--- src/rtl/riscv_defines.sv ---
// riscv_defines: shared RV32I opcode constants, instruction-format enum and NOP word.
// Revision: 1.0
`default_nettype none

package riscv_defines;

  localparam logic [6:0] OPCODE_LOAD     = 7'h03;
  localparam logic [6:0] OPCODE_MISC_MEM = 7'h0F;
  localparam logic [6:0] OPCODE_OPIMM    = 7'h13;
  localparam logic [6:0] OPCODE_AUIPC    = 7'h17;
  localparam logic [6:0] OPCODE_STORE    = 7'h23;
  localparam logic [6:0] OPCODE_OP       = 7'h33;
  localparam logic [6:0] OPCODE_LUI      = 7'h37;
  localparam logic [6:0] OPCODE_BRANCH   = 7'h63;
  localparam logic [6:0] OPCODE_JALR     = 7'h67;
  localparam logic [6:0] OPCODE_JAL      = 7'h6F;
  localparam logic [6:0] OPCODE_SYSTEM   = 7'h73;

  typedef enum logic [2:0] {
    FMT_R = 3'd0,
    FMT_I = 3'd1,
    FMT_S = 3'd2,
    FMT_B = 3'd3,
    FMT_U = 3'd4,
    FMT_J = 3'd5
  } insn_fmt_e;

  localparam logic [31:0] NOP = 32'h0000_0013;

  function automatic logic opcode_supported(input logic [6:0] op);
    case (op)
      OPCODE_OP, OPCODE_OPIMM, OPCODE_LOAD, OPCODE_JALR, OPCODE_STORE,
      OPCODE_BRANCH, OPCODE_LUI, OPCODE_AUIPC, OPCODE_JAL: opcode_supported = 1'b1;
      default:                                             opcode_supported = 1'b0;
    endcase
  endfunction

  // Unsupported opcodes map to FMT_I; callers gate the result with opcode_supported.
  function automatic insn_fmt_e opcode_fmt(input logic [6:0] op);
    case (op)
      OPCODE_OP:                  opcode_fmt = FMT_R;
      OPCODE_STORE:               opcode_fmt = FMT_S;
      OPCODE_BRANCH:              opcode_fmt = FMT_B;
      OPCODE_LUI, OPCODE_AUIPC:   opcode_fmt = FMT_U;
      OPCODE_JAL:                 opcode_fmt = FMT_J;
      default:                    opcode_fmt = FMT_I;
    endcase
  endfunction

endpackage

`default_nettype wire

--- src/rtl/riscv_insn_encoder.sv ---
// riscv_insn_encoder: combinational RV32I field-to-word encoder.
// Revision: 1.0
`default_nettype none

module riscv_insn_encoder
  import riscv_defines::*;
(
  input  logic [6:0]  opcode,
  input  logic [2:0]  funct3,
  input  logic [6:0]  funct7,
  input  logic [4:0]  rd,
  input  logic [4:0]  rs1,
  input  logic [4:0]  rs2,
  input  logic [31:0] imm,
  output logic [31:0] word,
  output logic        valid
);

  always_comb begin
    word = '0;
    case (opcode_fmt(opcode))
      FMT_R:   word = {funct7, rs2, rs1, funct3, rd, opcode};
      FMT_I:   word = {imm[11:0], rs1, funct3, rd, opcode};
      FMT_S:   word = {imm[11:5], rs2, rs1, funct3, imm[4:0], opcode};
      FMT_B:   word = {imm[12], imm[10:5], rs2, rs1, funct3, imm[4:1], imm[11], opcode};
      FMT_U:   word = {imm[31:12], rd, opcode};
      FMT_J:   word = {imm[20], imm[10:1], imm[11], imm[19:12], rd, opcode};
      default: word = '0;
    endcase
  end

  assign valid = opcode_supported(opcode);

endmodule

`default_nettype wire

--- src/rtl/riscv_insn_injector.sv ---
// riscv_insn_injector: encodes commands into an instruction FIFO and serves fetches from it.
// Revision: 1.0
`default_nettype none

module riscv_insn_injector
  import riscv_defines::*;
#(
  parameter int DEPTH = 4
) (
  input  logic                     clk,
  input  logic                     rst_n,
  input  logic                     cmd_valid_i,
  output logic                     cmd_ready_o,
  input  logic [6:0]               cmd_opcode_i,
  input  logic [2:0]               cmd_funct3_i,
  input  logic [6:0]               cmd_funct7_i,
  input  logic [4:0]               cmd_rd_i,
  input  logic [4:0]               cmd_rs1_i,
  input  logic [4:0]               cmd_rs2_i,
  input  logic [31:0]              cmd_imm_i,
  output logic                     cmd_err_o,
  input  logic                     instr_req_i,
  input  logic [31:0]              instr_addr_i,
  output logic                     instr_gnt_o,
  output logic                     instr_rvalid_o,
  output logic [31:0]              instr_rdata_o,
  input  logic                     nop_fill_i,
  input  logic                     flush_i,
  output logic [$clog2(DEPTH):0]   count_o,
  output logic [31:0]              last_addr_o
);

  localparam int AW = $clog2(DEPTH);
  localparam int CW = AW + 1;
  localparam logic [AW-1:0] c_ptr_one = AW'(1);
  localparam logic [CW-1:0] c_full    = CW'(DEPTH);

  logic [31:0]   r_mem [DEPTH];
  logic [AW-1:0] r_wr_ptr;
  logic [AW-1:0] r_rd_ptr;
  logic [CW-1:0] r_count;
  logic          r_rvalid;
  logic [31:0]   r_rdata;
  logic [31:0]   r_last_addr;
  logic          r_cmd_err;

  logic [31:0]   w_enc_word;
  logic          w_enc_valid;
  logic          w_full;
  logic          w_empty;
  logic          w_cmd_hs;
  logic          w_push;
  logic          w_pop;
  logic          w_err;

  riscv_insn_encoder u_encoder (
    .opcode (cmd_opcode_i),
    .funct3 (cmd_funct3_i),
    .funct7 (cmd_funct7_i),
    .rd     (cmd_rd_i),
    .rs1    (cmd_rs1_i),
    .rs2    (cmd_rs2_i),
    .imm    (cmd_imm_i),
    .word   (w_enc_word),
    .valid  (w_enc_valid)
  );

  assign w_full      = (r_count == c_full);
  assign w_empty     = (r_count == '0);
  // Ready looks only at stored occupancy; a same-cycle pop never frees a slot.
  assign cmd_ready_o = !w_full && !flush_i;
  assign w_cmd_hs    = cmd_valid_i && cmd_ready_o;
  assign w_push      = w_cmd_hs && w_enc_valid;
  assign w_err       = w_cmd_hs && !w_enc_valid;
  assign instr_gnt_o = instr_req_i && (!w_empty || nop_fill_i) && !flush_i;
  assign w_pop       = instr_gnt_o && !w_empty;

  always_ff @(posedge clk) begin
    if (w_push) begin
      r_mem[r_wr_ptr] <= w_enc_word;
    end
  end

  always_ff @(posedge clk or negedge rst_n) begin
    if (!rst_n) begin
      r_wr_ptr    <= '0;
      r_rd_ptr    <= '0;
      r_count     <= '0;
      r_rvalid    <= 1'b0;
      r_rdata     <= '0;
      r_last_addr <= '0;
      r_cmd_err   <= 1'b0;
    end else begin
      r_cmd_err <= w_err;
      r_rvalid  <= instr_gnt_o;
      if (instr_gnt_o) begin
        r_rdata     <= w_empty ? NOP : r_mem[r_rd_ptr];
        r_last_addr <= instr_addr_i;
      end
      if (flush_i) begin
        r_wr_ptr <= '0;
        r_rd_ptr <= '0;
        r_count  <= '0;
      end else begin
        if (w_push) r_wr_ptr <= r_wr_ptr + c_ptr_one;
        if (w_pop)  r_rd_ptr <= r_rd_ptr + c_ptr_one;
        r_count <= r_count + CW'(w_push) - CW'(w_pop);
      end
    end
  end

  assign count_o        = r_count;
  assign instr_rvalid_o = r_rvalid;
  assign instr_rdata_o  = r_rdata;
  assign last_addr_o    = r_last_addr;
  assign cmd_err_o      = r_cmd_err;

endmodule

`default_nettype wire

--- config.mk ---
export PLATFORM = sky130hd
export DESIGN_NAME = riscv_insn_injector
export DESIGN_NICKNAME = d
export VERILOG_FILES = /design/src/rtl/riscv_defines.sv /design/src/rtl/riscv_insn_encoder.sv /design/src/rtl/riscv_insn_injector.sv
export SDC_FILE = /design/constraint.sdc
export NUM_CORES = 1
export LEC_CHECK = 0
export BUFFER_PORTS_ARGS = -buffer_cell sky130_fd_sc_hd__buf_2
export CAP_MARGIN = 20
export CORE_MARGIN = 8
export CORE_UTILIZATION = 51
export CTS_BUF_LIST = sky130_fd_sc_hd__clkbuf_4
export CTS_CLUSTER_DIAMETER = 50
export DETAILED_ROUTE_END_ITERATION = 16
export MAX_ROUTING_LAYER = met4
export PLACE_DENSITY = 0.9
export RECOVER_POWER = 50
export SKIP_LAST_GASP = 1
export SYNTH_ARGS = -nofsm -noshare
export SYNTH_HDL_FRONTEND = slang
export SYNTH_SLANG_ARGS = --single-unit
--- constraint.sdc ---
create_clock -name clk -period 2.5 [get_ports clk]
set_input_delay 0.25 -clock clk [delete_from_list [all_inputs] [get_ports clk]]
set_output_delay 0.25 -clock clk [all_outputs]
set_load 0.01 [all_outputs]
# Yosys cells after proc, flatten, opt, wreduce, memory -nomap -nowiden
# Memories as Yosys holds them, arrays and structs flattened.
# Index checks and enable logic that the tools add are counted.
totals:
  reg_bits: 73
  ramBits: 128
  memories: 1
  output_inout_bits: 71
mem_list:
  columns: ["memory", "words", "width", "read_ports", "rd_ports_with_merged_regs", "wr", "line", "source"]
  rows:
  - ["r_mem", 4, 32, 1, 0, 1, "riscv_insn_injector.sv:38", "logic [31:0] r_mem [DEPTH];"]
op_classes:
  add_sub_neg: 4
  mux: 11
  n_eq_ne: 15
  n_reduce_logical: 18
op_table:
  columns: ["operator", "n"]
  rows:
  - ["$pmux 32 s6", 1]
  - ["$mux 32", 1]
  - ["$eq 7x6->1 const B", 3]
  - ["$eq 7x7->1 const B", 3]
  - ["$pmux 3 s5", 1]
  - ["$eq 7x5->1 const B", 2]
  - ["$eq 3x3->1 const B", 3]
  - ["$reduce_or 9->1", 1]
  - ["$mux 2", 4]
  - ["$eq 7x2->1 const B", 1]
  - ["$logic_and 1x1->1", 7]
  - ["$eq 3x2->1 const B", 2]
  - ["$logic_not 3->1", 2]
  - ["$add 2x1->2 const B", 2]
  - ["$logic_not 1->1", 4]
  - ["$reduce_bool 2->1", 2]
  - ["$add 3x1->3", 1]
  - ["$eq 3x1->1 const B", 1]
  - ["$mux 1", 3]
  - ["$mux 3", 1]
  - ["$sub 3x1->3", 1]
  - ["$reduce_or 2->1", 1]
  - ["$logic_or 1x1->1", 1]

# Longest topological paths before layout
# Gate-level depths: netlist (run 1).
depth:
  depth_word: 8
  depth_mapped: 12
  depth_no_buf: 10

# Hierarchy
# From an unflattened synthesis (run 1), not the netlist that was laid out.
unflattened:
  cells_unflattened: 450
  hier_area_um2: 8092.8
by_module_without_submodules:
  columns: ["module", "cells_each", "seq_area_each_um2", "instances", "area_per_inst_um2"]
  rows:
  - ["riscv_insn_injector", 362, 5670.4, 1, 7474.7]
  - ["riscv_insn_encoder", 88, 0.0, 1, 618.1]

# Worst setup path before layout (run 1)
# No wires, ideal clock.
synth_path:
  path_type: "flip-flop to flip-flop"
  start: "register r_count[1] (netlist: count_o[1])"
  end: "memory r_mem[0][0] (enable)"
  t_arrival_ps: 2498
  setup_slack_ps: -419
  n_path_buf: 0
  required_ps: 2079
  stages_incl_launch_ff: 5
  synth_period_minus_slack_ps: 2919
  cell_sequence: "dfrtp_1 -> nor2_1 -> a21oi_1 -> o211ai_2 -> nor2_1"
synth_between:
  elab_chain_cells: 7
synth_lines:
  columns: ["element", "line", "source"]
  rows:
  - ["from (decl)", "riscv_insn_injector.sv:41", "logic [CW-1:0] r_count;"]
  - ["from (signal assigned)", "riscv_insn_injector.sv:107", "r_count <= r_count + CW'(w_push) - CW'(w_pop);"]
  - ["$eq 3x3->1", "riscv_insn_injector.sv:68", "assign w_full = (r_count == c_full);"]
  - ["$logic_not 1->1", "riscv_insn_injector.sv:71", "assign cmd_ready_o = !w_full && !flush_i;"]
  - ["$logic_and 1x1->1", "riscv_insn_injector.sv:71", null]
  - ["named net cmd_ready_o", "riscv_insn_injector.sv:13", "output logic cmd_ready_o,"]
  - ["$logic_and 1x1->1", "riscv_insn_injector.sv:72", "assign w_cmd_hs = cmd_valid_i && cmd_ready_o;"]
  - ["$logic_and 1x1->1", "riscv_insn_injector.sv:73", "assign w_push = w_cmd_hs && w_enc_valid;"]
  - ["$mux 1", "riscv_insn_injector.sv:79", "if (w_push) begin"]
  - ["$mux 1 (not written as such)", "riscv_insn_injector.sv:80", "r_mem[r_wr_ptr] <= w_enc_word;"]
  - ["to (decl)", "riscv_insn_injector.sv:38", null]
# The timed path passes the listed nets, and every way through them passes these cells.

# Worst setup path in the final report (run 1)
layout_path:
  start: "input cmd_opcode_i[5]"
  end: "memory r_mem[0][29], data pin"
layout_between:
  elab_chain_cells: 5
  elab_cells_between_ends: 15
layout_lines:
  columns: ["element", "line", "source"]
  rows:
  - ["from (decl)", "riscv_insn_injector.sv:14", "input logic [6:0] cmd_opcode_i,"]
  - ["$eq 7x6->1 / $eq 7x5->1 (equally long branches)", "riscv_defines.sv:40", "case (op)"]
  - ["$reduce_or 2->1", "riscv_defines.sv:40", null]
  - ["$pmux 3 s5 (*)", "riscv_defines.sv:40", null]
  - ["$eq 3x3->1, or another cell as far along", "riscv_insn_encoder.sv:21", "case (opcode_fmt(opcode))"]
  - ["$pmux 32 s6 (*)", "riscv_insn_encoder.sv:21", null]
  - ["named net u_encoder.word[29]", "riscv_insn_encoder.sv:15", "output logic [31:0] word,"]
# The timed path passes the listed nets; every way through them passes the cells marked *.

==> results of run 1 <==
[metrics by stage]
step	power, mW	cell area (um2)	util (%)	hold WS [ns]
final	8.72	10600	69.6	0.0627
after global routing	9.19	10600	69.6	0.0152
after CTS	8.78	10600	69.6	0.00317
after detailed placement	6.09	9180	60.2	0.448
after global placement	5.99	9180	60.2	0.437
after floorplan	5.27	8000	-	-0.0456
[per-layer routing]
| layer | up-vias | global-route usage (%) |
|---|---|---|
| met5 | - | - |
| met2 | 337 | 36.1 |
| met1 | 2764 | 25.4 |
| met3 | 52 | 5.60 |
| li1 | 2490 | - |
| met4 | 0 | 10.2 |
[sequential cells by signal, indices dropped and copies added (netlist names)]
signal          cells
cmd_err_o           1
count_o             3
instr_rdata_o      32
instr_rvalid_o      1
last_addr_o        32
r_mem             128
r_rd_ptr            2
r_wr_ptr            2
[layout make-up]
type                            instances  area [um2]  share of cell area (%)
Sequential cell                       201        5670                    53.4
Multi-Input combinational cell        248        2140                    20.2
Timing Repair Buffer                  268        1840                    17.3
Clock buffer                           72         541                    5.09
Tap cell                              211         264                    2.49
Inverter                               22        87.6                   0.824
Clock inverter                         18        72.6                   0.683
[repair_timing]
item / CTS / global route
endpoints found under the hold margin: 213 / 0
gates resized for setup: 1 / 4
pin swaps: 0 / 0
hold buffers: 82 / 0
setup endpoints to repair: 1 / 6
[worst max-delay path: cells and delay by family]
family	cells	cell delay [ns]
buffers and inverters	4	1.57
AO/OA/AOI/OAI	1	0.19
AND/OR/NAND/NOR	2	0.89
[cell families after synthesis]
group	count (synthesis)
xor gates and xnor gates	4
DFF	201
muxes	48
AOI/OAI and AO/OA	53
adders and majority gates	7
buffers and inverters	55
and+or+nand+nor	136
[power breakdown]
group,switching (mW),internal [mW]
clock,1.25,1.33
sequential,0.273,3.94
combinational,0.985,0.935
total,2.51,6.20
[final timing paths]
path	slack, ns	end	from
worst max-delay path	0.05	r_mem[0][29]	cmd_opcode_i[5]
worst min-delay path	0.06	r_mem[2][28]	cmd_funct7_i[3]
worst max register to register	0.20	count_o[2]	count_o[1]
worst min register to register	0.47	last_addr_o[0]	last_addr_o[0]
max in group asynchronous	0.59	r_rd_ptr[0]	rst_n
min in group asynchronous	0.68	instr_rdata_o[10]	rst_n
[layout by cell type (no fill, tap or decap), types with 2 or more instances in the layout]
master | Yosys | final
a21oi_1 | 3 | 3
o22a_1 | 3 | 3
dfrtp_2 | 0 | 2
nor3_2 | 1 | 2
xor2_1 | 3 | 3
nor2_1 | 13 | 9
dlygate4sd3_1 | 0 | 82
mux4_2 | 32 | 32
nand2_1 | 100 | 100
edfxtp_1 | 128 | 128
nor2_4 | 0 | 4
buf_2 | 16 | 168
a22o_1 | 29 | 29
buf_4 | 1 | 8
buf_12 | 0 | 5
nand2b_1 | 3 | 3
nor2b_1 | 3 | 3
mux2i_1 | 3 | 3
ha_1 | 6 | 6
dfrtp_1 | 73 | 71
a222oi_1 | 10 | 10
mux2_2 | 13 | 13
inv_1 | 21 | 21
clkbuf_4 | 0 | 72
clkinv_1 | 0 | 17
o211ai_1 | 2 | 2
clkbuf_1 | 16 | 4
nand3_1 | 4 | 4
==> out/summary.txt, run 1 <==
worst-case clock buffer depth - 3
leading cell types by count after synthesis - edfxtp_1 (128), nand2_1 (100), dfrtp_1 (73)
DRT iter0 DRCs - 361
RSZ-0062 raised after global routing - no
GP Congestion - 0.845
first-pass GRT wire length - 33.3 mm
vias per cell - 5.43
Total Routing Usage GR - 22.1%
post-layout net count - 901
Simple-Gate Fraction of Synth Area - 7.51%
CTS clk-pin slew, worst paths - 0.06 ns
mux cell area share after synthesis - 11.2%
Synth warnings - 0
GRT Residual Overflow - 0
vias in the first global route - 6240
compound-gate portion of the synthesized area - 5.87%
crit start category - input pin
worst path cell trace - dlygate4sd3_1 -> clkbuf_1 -> nand2b_1 -> nor4b_2 -> a222oi_1 -> dlygate4sd3_1 -> inv_1
cell area power density - 821 nW/um2
post-route minimum period - 2.45 ns
#FFs+latches synth - 201
syn avg cell area - 15.9 um2
Root Buffer Master - clkbuf_4
Area Growth Syn to Fin - 32.8%
Crit Path Class - input pin to flop
largest family of logic cells by synthesized area - multiplexers
leakage power - 4.54 nW
slowest cell delay on critical path - 0.68 ns
Cell Area, Synth - 8000 um2
IO Count - 173
Post-Layout Cell Count - 1040
crit path capture type - flop
FFs w/ async S/R, synth - 36.3%
Crit Path Max Fanout - 7
Post-Synth XOR/XNOR Area - 0.438%
Placeable Area - 15300 um2
top sig layer - met4
chip height - 141 um
max frequency - 409 MHz
num rows - 45
WL per Instance - 20.2 um
DP Cell Count - 868
Post-DP HPWL - 12.5 mm
Yosys cell types - 42
worst-margin pin slew - 1.84 ns
Slew Limit Headroom - -22.3%
met1 WL - 7.93 mm
initial antenna violation count - 0
CTS tree - yes
drt pass-1 iters - 8
clock buffer count from CTS - 51
fin crit share - 97.9%
n_diodes - 0
Crit-path slowest cell - nor4b_2
Total Wirelength - 21.0 mm
outcome - finished, violations left
HP Class - input pin to flop
Synth area leaders - edfxtp_1 (48%), dfrtp_1 (23%), mux4_2 (9.0%)
Synth top area share - 48.1%
clk sinks - 201
I/O Buffers - 172
Post-Syn Instances - 504
# setup viols final - 0
DR WL met2 - 10.5 mm
largest area contributor in the netlist - edfxtp_1
fillers - 1012
post-route setup TNS - 0 ns
VDD IR-drop max - 0.629 mV
Fin. Hold Viols - 0
Hold Path Depth - 3
DIE WIDTH - 141 um
Worst Setup Slack post-DPL - 0.0645 ns
share of post-route cells with drive strength above 1 - 38.2%
H-tree levels - 2
Register-to-Register Path Depth - 10
Post-CTS Setup Bufs - 0
Synth Area in Adders - 1.19%
pin count of the biggest net entering global routing - 74
routed wl met3 - 1.90 mm
DR vias - 5643
DRT antenna net count - 0
Max Cap Violations - 1
Main synth FF type - edfxtp_1
Clock Skew - 0.0406 ns
crit-path most repeated cell - dlygate4sd3_1
CP arrival - 2.90 ns
max-slew violation count - 74
sequential fraction of the synthesis area - 70.9%
die area - 19900 um2
Initial Util - 52.4%
Worst Path Required - 2.95 ns
failing checks - capacitance limit, slew limit
most common cell in the netlist - edfxtp_1
DRC viols - 0
number of synthesized flops with an enable pin - 128
syn nets - 613
final worst slack - 0.0534 ns
Clock Latency Late Sink - 0.64 ns
Power figures use the tool's default switching activity.
==> inputs of run 2 (changes only) <==
--- a/config.mk
+++ b/config.mk
@@ -7,7 +7,7 @@
 export LEC_CHECK = 0
 export BUFFER_PORTS_ARGS = -buffer_cell sky130_fd_sc_hd__buf_2
 export CAP_MARGIN = 20
-export CORE_MARGIN = 8
+export CORE_MARGIN = 2
 export CORE_UTILIZATION = 51
 export CTS_BUF_LIST = sky130_fd_sc_hd__clkbuf_4
 export CTS_CLUSTER_DIAMETER = 50
==> run 2 against run 1 <==
  * The run still ends with capacitance limit, slew limit left
  * Clock skew up 0.0063 ns
  * Critical path type unchanged
  * Wire length down 1.4%
  * Largest power group unchanged
  * Via count up 0.64%
  * Register-to-register slack worse by 0.02 ns
==> out/summary.txt, run 2 (same netlist as run 1, synthesis figures left out) <==
leakage power - 4.36 nW
# setup viols final - 0
vias per cell - 5.43
DRT antenna net count - 0
dpl cell area - 9210 um2
leading cell types in the layout, fill and taps excluded - edfxtp_1 (128), buf_2 (101), nand2_1 (100)
GRT Residual Overflow - 0
max-slew violation count - 74
Buf/Inv on CP - 4
initial antenna violation count - 0
Placeable Area - 15300 um2
Initial Util - 52.4%
post-route setup TNS - 0 ns
Root Buffer Master - clkbuf_4
vias in the first global route - 6173
H-tree levels - 2
I/O Buffers - 172
Top delay family on crit path - buffers and inverters
clock buffer count from CTS - 49
IO Count - 173
WL per Instance - 19.8 um
n_diodes - 0
DR vias - 5679
post-layout net count - 906
Final Cell Area - 10600 um2
Total Routing Usage GR - 26.0%
VDD IR-drop max - 0.461 mV
DRC viols - 0
worst path cell trace - dlygate4sd3_1 -> buf_2 -> nand3b_4 -> or4b_1 -> a222oi_1 -> dlygate4sd3_1 -> inv_1
Crit Path Class - input pin to flop
num rows - 45
Clock Latency Late Sink - 0.64 ns
outcome - finished, violations left
CTS clk-pin slew, worst paths - 0.06 ns
cell area power density - 831 nW/um2
Slew Limit Headroom - -25.4%
slowest cell delay on critical path - 0.68 ns
drt pass-1 iters - 7
Worst Path Required - 2.86 ns
worst-case clock buffer depth - 3
footprint of the multi-input gates - 2130 um2
Crit-path slowest cell - or4b_1
CTS tree - yes
Crit Path Max Fanout - 8
max frequency - 407 MHz
failing checks - capacitance limit, slew limit
fillers - 1037
DRT iter0 DRCs - 427
pin count of the biggest net entering global routing - 74
chip height - 129 um
first-pass GRT wire length - 31.5 mm
crit-path most repeated cell - dlygate4sd3_1
Post-DP HPWL - 11.5 mm
Total Wirelength - 20.7 mm
DIE WIDTH - 129 um
max reg flops - 128
register with the most flip-flops - r_mem
Clock Skew - 0.0468 ns
HP Class - input pin to flop
Fin. Hold Viols - 0
CP arrival - 2.81 ns
register area - 5670 um2
crit start category - input pin
die area - 16700 um2
worst-margin pin slew - 1.88 ns
RSZ-0062 raised after global routing - no
Hold Slack - 0.0522 ns
GP Congestion - 0.843
clk sinks - 201
Max Cap Violations - 1
share of post-route cells with drive strength above 1 - 30.7%
crit path capture type - flop
post-route minimum period - 2.45 ns
Area Growth Syn to Fin - 32.4%
commonest non-fill, non-tap cell in the layout - edfxtp_1
fin crit share - 98.2%
## run 2: changes by cell type in the layout (fill, tap and decap cells not counted), moves of 2 or more
cell,change
clkinv_1,-7
buf_12,-3
buf_4,+2
buf_2,-67
clkbuf_1,+68
buf_6,+3
clkbuf_4,+7
## run 2: final timing paths
kind                                 start           endpoint  depth (start not counted)  slack [ns]
min in group asynchronous            rst_n  instr_rdata_o[16]                          2        0.70
min reg2reg                 last_addr_o[0]     last_addr_o[0]                          2        0.48
min                           cmd_imm_i[2]        r_mem[1][9]                          2        0.05
max in group asynchronous            rst_n         count_o[1]                          2        0.53
max reg2reg                     count_o[0]         count_o[2]                         10        0.18
max                        cmd_opcode_i[3]       r_mem[0][25]                          7        0.05
## run 2: layout make-up
class / count / share of cell area (%)
Timing Repair Buffer: 275 / 16.8
Tap cell: 211 / 2.49
Inverter: 22 / 0.851
Sequential cell: 201 / 53.6
Clock inverter: 12 / 0.685
Multi-Input combinational cell: 248 / 20.1
Clock buffer: 77 / 5.46
## run 2: worst reg2reg max path, delay by kind of cell (launching register included)
family / cells / cell delay, ns
flops: 1 / 0.41
buf+inv: 3 / 0.19
simple gates: 3 / 0.64
fa+ha+maj: 3 / 0.81
xor+xnor: 1 / 0.16
## run 2: report_power, final
part | switching [mW] | leakage (nW) | internal (mW) | total [mW]
registers | 0.287 | 2.09 | 3.94 | 4.23
clock network | 1.24 | 0.388 | 1.50 | 2.74
logic | 0.977 | 1.88 | 0.853 | 1.83
total | 2.51 | 4.36 | 6.29 | 8.80
## run 2: repair_timing
item,4_1_cts,5_1_grt
setup endpoints to repair,1,1
resized for setup,1,4
pin swaps,0,1
endpoints found under the hold margin,211,0
setup buffers,0,4
hold buffers,83,0
## run 2: routing by layer
layer,routed length [um],vias up,global-route usage [%]
met5,0,-,-
met4,565,0,11.0
met3,1740,53,5.08
met2,10900,331,45.6
met1,7430,2792,29.0
li1,-,2503,-
## run 2: through the flow
| step | cells | worst slack, ns | total power [mW] | utilization, % |
|---|---|---|---|---|
| finish | 1046 | 0.0454 | 8.80 | 69.4 |
| global route | 1046 | 0.00568 | 9.27 | 69.4 |
| CTS | 1042 | 0.000361 | 8.93 | 70.1 |
| detailed placement | 870 | 0.101 | 6.08 | 60.4 |
| global placement | 870 | 0.161 | 5.99 | 60.4 |
| floorplan | 504 | -0.419 | 5.27 | - |
